==> src/rtl/seven_seg_mux_driver.sv <==
// seven_seg_mux_driver: time-multiplexed N-digit common-anode 7-segment driver with frame-synchronous update
// Ports: clk/rst clock and async active-high reset; value/dp_in digit nibbles and decimal points;
// digit_en per-digit enable; load capture strobe; lz_suppress/blank display levels;
// c active-low segments (bit7 dp); an active-low anodes; frame_start pulse on index wrap.
module seven_seg_mux_driver #(
  parameter int NUM_DIGITS   = 4,
  parameter int REFRESH_DIV  = 50000,
  parameter int GUARD_CYCLES = 500
) (
  input  logic                    clk,
  input  logic                    rst,
  input  logic [4*NUM_DIGITS-1:0] value,
  input  logic [NUM_DIGITS-1:0]   dp_in,
  input  logic [NUM_DIGITS-1:0]   digit_en,
  input  logic                    load,
  input  logic                    lz_suppress,
  input  logic                    blank,
  output logic [7:0]              c,
  output logic [NUM_DIGITS-1:0]   an,
  output logic                    frame_start
);
  localparam int CW = REFRESH_DIV > 1 ? $clog2(REFRESH_DIV) : 1;
  localparam int IW = NUM_DIGITS > 1 ? $clog2(NUM_DIGITS) : 1;
  localparam logic [CW-1:0] LAST_CNT = CW'(REFRESH_DIV - 1);
  localparam logic [CW-1:0] GUARD    = CW'(GUARD_CYCLES);
  localparam logic [IW-1:0] LAST_IDX = IW'(NUM_DIGITS - 1);
  localparam logic [15:0][7:0] SEG = {8'h8E, 8'h86, 8'hA1, 8'hC6, 8'h83, 8'h88, 8'h90, 8'h80,
                                      8'hF8, 8'h82, 8'h92, 8'h99, 8'hB0, 8'hA4, 8'hF9, 8'hC0};
  typedef enum logic {GUARD_S, ACTIVE_S} state_t;
  state_t                     r_st, w_nst;
  logic [CW-1:0]              r_cnt, w_ncnt;
  logic [IW-1:0]              r_idx, w_nidx;
  logic [NUM_DIGITS-1:0][3:0] r_disp, r_shadow;
  logic [NUM_DIGITS-1:0]      r_dp, r_dp_sh, w_sup;
  logic                       r_pend, w_slot_end, w_wrap, w_lit, w_zero;
  logic [3:0]                 w_nib;
  always_comb begin
    w_slot_end = r_cnt == LAST_CNT;
    w_wrap     = w_slot_end && r_idx == LAST_IDX;
    w_ncnt     = w_slot_end ? '0 : r_cnt + 1'b1;
    w_nidx     = !w_slot_end ? r_idx : w_wrap ? '0 : r_idx + 1'b1;
    w_nst      = w_ncnt < GUARD ? GUARD_S : ACTIVE_S;
    w_zero     = 1'b1;
    w_sup      = '0;
    // running AND from the top digit down: digit i is a leading zero if it and all above are zero
    for (int i = NUM_DIGITS - 1; i >= 0; i--) begin
      w_zero   = w_zero && r_disp[i] == 4'h0;
      w_sup[i] = lz_suppress && i != 0 && w_zero;
    end
    w_nib = r_disp[r_idx];
    w_lit = r_st == ACTIVE_S && digit_en[r_idx] && !blank && !w_sup[r_idx];
  end
  always_ff @(posedge clk or posedge rst) begin
    if (rst) begin
      r_cnt       <= '0;
      r_idx       <= '0;
      r_st        <= GUARD_CYCLES > 0 ? GUARD_S : ACTIVE_S;
      r_disp      <= '0;
      r_shadow    <= '0;
      r_dp        <= '0;
      r_dp_sh     <= '0;
      r_pend      <= 1'b0;
      frame_start <= 1'b0;
      an          <= '1;
      c           <= 8'hFF;
    end else begin
      r_cnt       <= w_ncnt;
      r_idx       <= w_nidx;
      r_st        <= w_nst;
      frame_start <= w_wrap;
      an          <= w_lit ? ~(NUM_DIGITS'(1) << r_idx) : '1;
      c           <= w_lit ? {~r_dp[r_idx], SEG[w_nib][6:0]} : 8'hFF;
      if (load) begin
        r_shadow <= value;
        r_dp_sh  <= dp_in;
      end
      if (w_wrap) r_pend <= 1'b0;
      else if (load) r_pend <= 1'b1;
      // a load coinciding with the wrap bypasses the shadow so it lands in the new frame
      if (w_wrap && load) begin
        r_disp <= value;
        r_dp   <= dp_in;
      end else if (w_wrap && r_pend) begin
        r_disp <= r_shadow;
        r_dp   <= r_dp_sh;
      end
    end
  end
endmodule

==> config.mk <==
export PLATFORM = sky130hd
export DESIGN_NAME = seven_seg_mux_driver
export DESIGN_NICKNAME = d
export VERILOG_FILES = /design/src/rtl/seven_seg_mux_driver.sv
export SDC_FILE = /design/constraint.sdc
export NUM_CORES = 1
export LEC_CHECK = 0
export ABC_AREA = 1
export ABC_CLOCK_PERIOD_IN_PS = 3200
export CORE_ASPECT_RATIO = 0.6
export CORE_UTILIZATION = 56
export CTS_CLUSTER_DIAMETER = 80
export DETAILED_ROUTE_END_ITERATION = 12
export HOLD_SLACK_MARGIN = 0.05
export PLACE_DENSITY = 0.91
export SKIP_LAST_GASP = 1
export SLEW_MARGIN = 10
export SYNTH_ARGS = -nofsm -noshare
export SYNTH_HDL_FRONTEND = slang
export SYNTH_SLANG_ARGS = --single-unit
export TNS_END_PERCENT = 30
==> constraint.sdc <==
create_clock -name clk -period 3.2 [get_ports clk]
set_input_delay 0.96 -clock clk [delete_from_list [all_inputs] [get_ports clk]]
set_output_delay 0.96 -clock clk [all_outputs]
set_load 0.02 [all_outputs]
==> flow_summary.yaml <==
timing:
  final.setup_skew_ps: 6.27
  timing_worst_slew_pin_value_ps: 661
  finalSetupViolations: 0
  slew_hr: 0.559
  timing_hold_violations_final: 0
  drv_slew: 0
  grt_setup_unrepaired: "no"
  fin_crit_sh: 0.832
  finalCriticalPeriod_ps: 2660
  fmaxAchievable_mhz: 376
  setup_slack_ps: 539
  setup-tns-final_ps: 0
clocking:
  numCtsBuffers: 9
  cts_tree: "yes"
  clk_pin_slew_worst_paths_ps: 80
  ctsHoldBuffers: 0
  htree_num_levels: 3
  ctsLongestPathBuffers: 2
  root_buffer: "sky130_fd_sc_hd__clkbuf_8"
  post_cts_resized: 0
  clkSinkCount: 73
  cts_post_setup_buffers_inserted: 0
  worst_skew_pair.late_latency_ps: 350
drt:
  detailedRoute.firstPassIterationCount: 5
  detail_route.iter0.violations: 271
  route.detailed.drc: 0
  via_per_inst: 5.21
  num_vias: 3167
  detail_route.wirelength_um: 8140
  drt.antenna.violating_nets: 0
  avgRoutedWirePerCell_um: 13.4
synth:
  postSynth.asyncResetShare: 1.00
  avgSynthCellArea_sq_um: 7.87
  synth_seq_area_share: 0.493
  synth_ff_type: "sky130_fd_sc_hd__dfrtp_1"
  synth_enable_flop_cells: 0
  post_synth_inst_count: 475
  synth.cell_area_sq_mm: 0.00374
  synth_top_cells_by_area: "sky130_fd_sc_hd__dfrtp_1 (41%), sky130_fd_sc_hd__nand2_1 (16%), sky130_fd_sc_hd__dfstp_2 (8.4%)"
  post-synth-top-area-cell: "sky130_fd_sc_hd__dfrtp_1"
  ys_types: 27
  synth-warning-count: 0
  netlist.area_leader.share: 0.408
  syn-num-nets: 515
  number_of_storage_elements_in_the_synthesis_netlist: 73
critical_path:
  worstSetupStartpointType: "register"
  r2r_slack_ps: 540
  critical_path.max_fanout: 22
  timing_worst_setup_path_type: "register to register"
  arrival_ps: 2940
  critical_path.reg2reg.endpoint: "c[0]"
  reg2reg_from: "r_idx[0]"
  rr_worst_depth: 10
  cp-end-kind: "register"
  worstPathRequired_ps: 3480
finish:
  multi_input_comb_area_sq_mm: 0.00157
  fillers: 471
  nNetsFinal: 559
  area_growth_pct: 18.6
  final_cell_count_no_fill: 608
  ant_diodes: 0
  ff_latch_area_sq_mm: 0.00184
  layout-drive-gt1-share: 0.120
placement:
  half_perimeter_wire_length_of_the_detailed_placement_result_um: 5800
  gp_congestion: 0.935
  portBuffers: 41
  place_ws_ps: 265
  dpl.cell_count: 592
status:
  status: "finished, final reports clean"
power:
  power_frac_comb: 0.053
  ir_worst_vdd_mv: 0.269
  net-switching-power_w: 0.000403
  total_power_w: 0.00187
  clkPwrFrac: 0.440
  sw_frac_of_total: 0.215
  cell_pwr_density_mw_per_mm2: 423
  internal-power_w: 0.00147
  power_frac_seq: 0.507
  static-leakage-power_nw: 2.27
die:
  die_area_sq_mm: 0.00702
  floorplan_die_width_um: 107
  die_h_um: 65.3
  initial_core_util: 0.596
  io_pins: 42
  rows: 22
  core_area_sq_mm: 0.00628
min_path:
  worst_hold_path.num_cells: 1
  worstHoldStart: "r_cnt[0]"
  hold-path-endpoint: "r_cnt[0]"
  hp-class: "register to register"
run:
  timing.max_cap.violations: 0
grt:
  first_global_vias: 2896
  grt_pass1_wl_um: 13500
  globalRouteTotalUtil: 0.255
  grt_antenna_before_repair: 0
  maximum_number_of_pins_on_one_net_before_global_route_repair: 74
  grt_overflow_total: 0
cell usage in the layout (no fill, tap or decap), drive strengths merged:
master,count
nand2,174
dfstp,12
clkinv,3
ha,11
nor3,3
nor2,61
nand3,29
dfrtp,61
clkbuf,12
clkdlybuf4s50,41
o211ai,1
buf,3
clkinvlp,2
o21ai,37
xor2,1
nand4,5
inv,58
bufinv,2
a21oi,7
o31ai,1
cell usage after synthesis, types with 5 or more instances:
master and number:
sky130_fd_sc_hd__a21oi_1 7, sky130_fd_sc_hd__dfrtp_1 61, sky130_fd_sc_hd__dfstp_2 12, sky130_fd_sc_hd__ha_1 11
sky130_fd_sc_hd__inv_1 57, sky130_fd_sc_hd__nand2_1 156, sky130_fd_sc_hd__nand2_2 16, sky130_fd_sc_hd__nand3_1 29
sky130_fd_sc_hd__nand4_1 5, sky130_fd_sc_hd__nor2_1 55, sky130_fd_sc_hd__nor2_2 5, sky130_fd_sc_hd__o21ai_0 31
sky130_fd_sc_hd__o21ai_2 6
power groups by stage:
stage               logic (W)  registers (W)  clock network (W)
floorplan           0.0000473       0.000966                  0
global placement    0.0000976       0.000967                  0
detailed placement   0.000100       0.000968                  0
CTS                  0.000100       0.000951           0.000837
global route         0.000111       0.000953           0.000880
finish              0.0000987       0.000951           0.000824
flip-flops by register name, indices dropped and copies added, names as in the netlist, 2 cells and up:
name      cells
c             8
r_dp          4
r_shadow     16
r_cnt        16
r_dp_sh       4
r_disp       16
r_idx         2
an            4
stage by stage:
stage               utilization  hold WS [ps]  area [sq um]
detailed placement        0.670           457          4200
floorplan                     -           433          3740
finish                    0.707           466          4430
global route              0.707           485          4430
CTS                       0.707           470          4430
global placement          0.670           447          4200
worst max path at each step:
stage,from,end,slack [ps],cells past startpoint
2_1_floorplan,rst,frame_start,410,1
5_1_grt,r_idx[0],c[0],280,10
4_1_cts,r_idx[0],c[0],590,10
3_5_place_dp,load,r_dp[3],270,7
3_3_place_gp,load,r_dp[3],380,7
6_report,r_idx[0],c[0],540,10
cell type report:
cell class	count	share of cell area
inverters	61	0.0545
clock inverters	4	0.0169
repair buffers	44	0.100
flip-flops and latches	73	0.415
clock buffers	12	0.0350
multi-input cells	330	0.354
well taps	84	0.0237
cell families after synthesis:
family / share of synthesized area
AO/OA/AOI/OAI: 0.0689
XOR/XNOR: 0.00234
adder cells (fa/ha/maj): 0.0368
buffers and inverters: 0.0873
flip-flops: 0.493
AND/OR/NAND/NOR: 0.312
routing by layer:
metal | share of wire | global-route usage | routed length [um]
met2 | 0.43 | 0.380 | 3510
met1 | 0.47 | 0.363 | 3840
met4 | 0.011 | 0.0685 | 90
met3 | 0.085 | 0.0744 | 693
met5 | 0 | 0 | 0
critical path, cell delays in order, from the launching register on:
cell                       delay, ps
sky130_fd_sc_hd__dfrtp_1         750
sky130_fd_sc_hd__clkinv_1        490
sky130_fd_sc_hd__nand2_1         150
sky130_fd_sc_hd__nand3_1          70
sky130_fd_sc_hd__o21ai_0         240
sky130_fd_sc_hd__inv_1           230
sky130_fd_sc_hd__ha_1            270
sky130_fd_sc_hd__inv_1            70
sky130_fd_sc_hd__nor2_1           40
sky130_fd_sc_hd__o21ai_0         170
sky130_fd_sc_hd__nand3_1         100
Power figures use the tool's default switching activity.
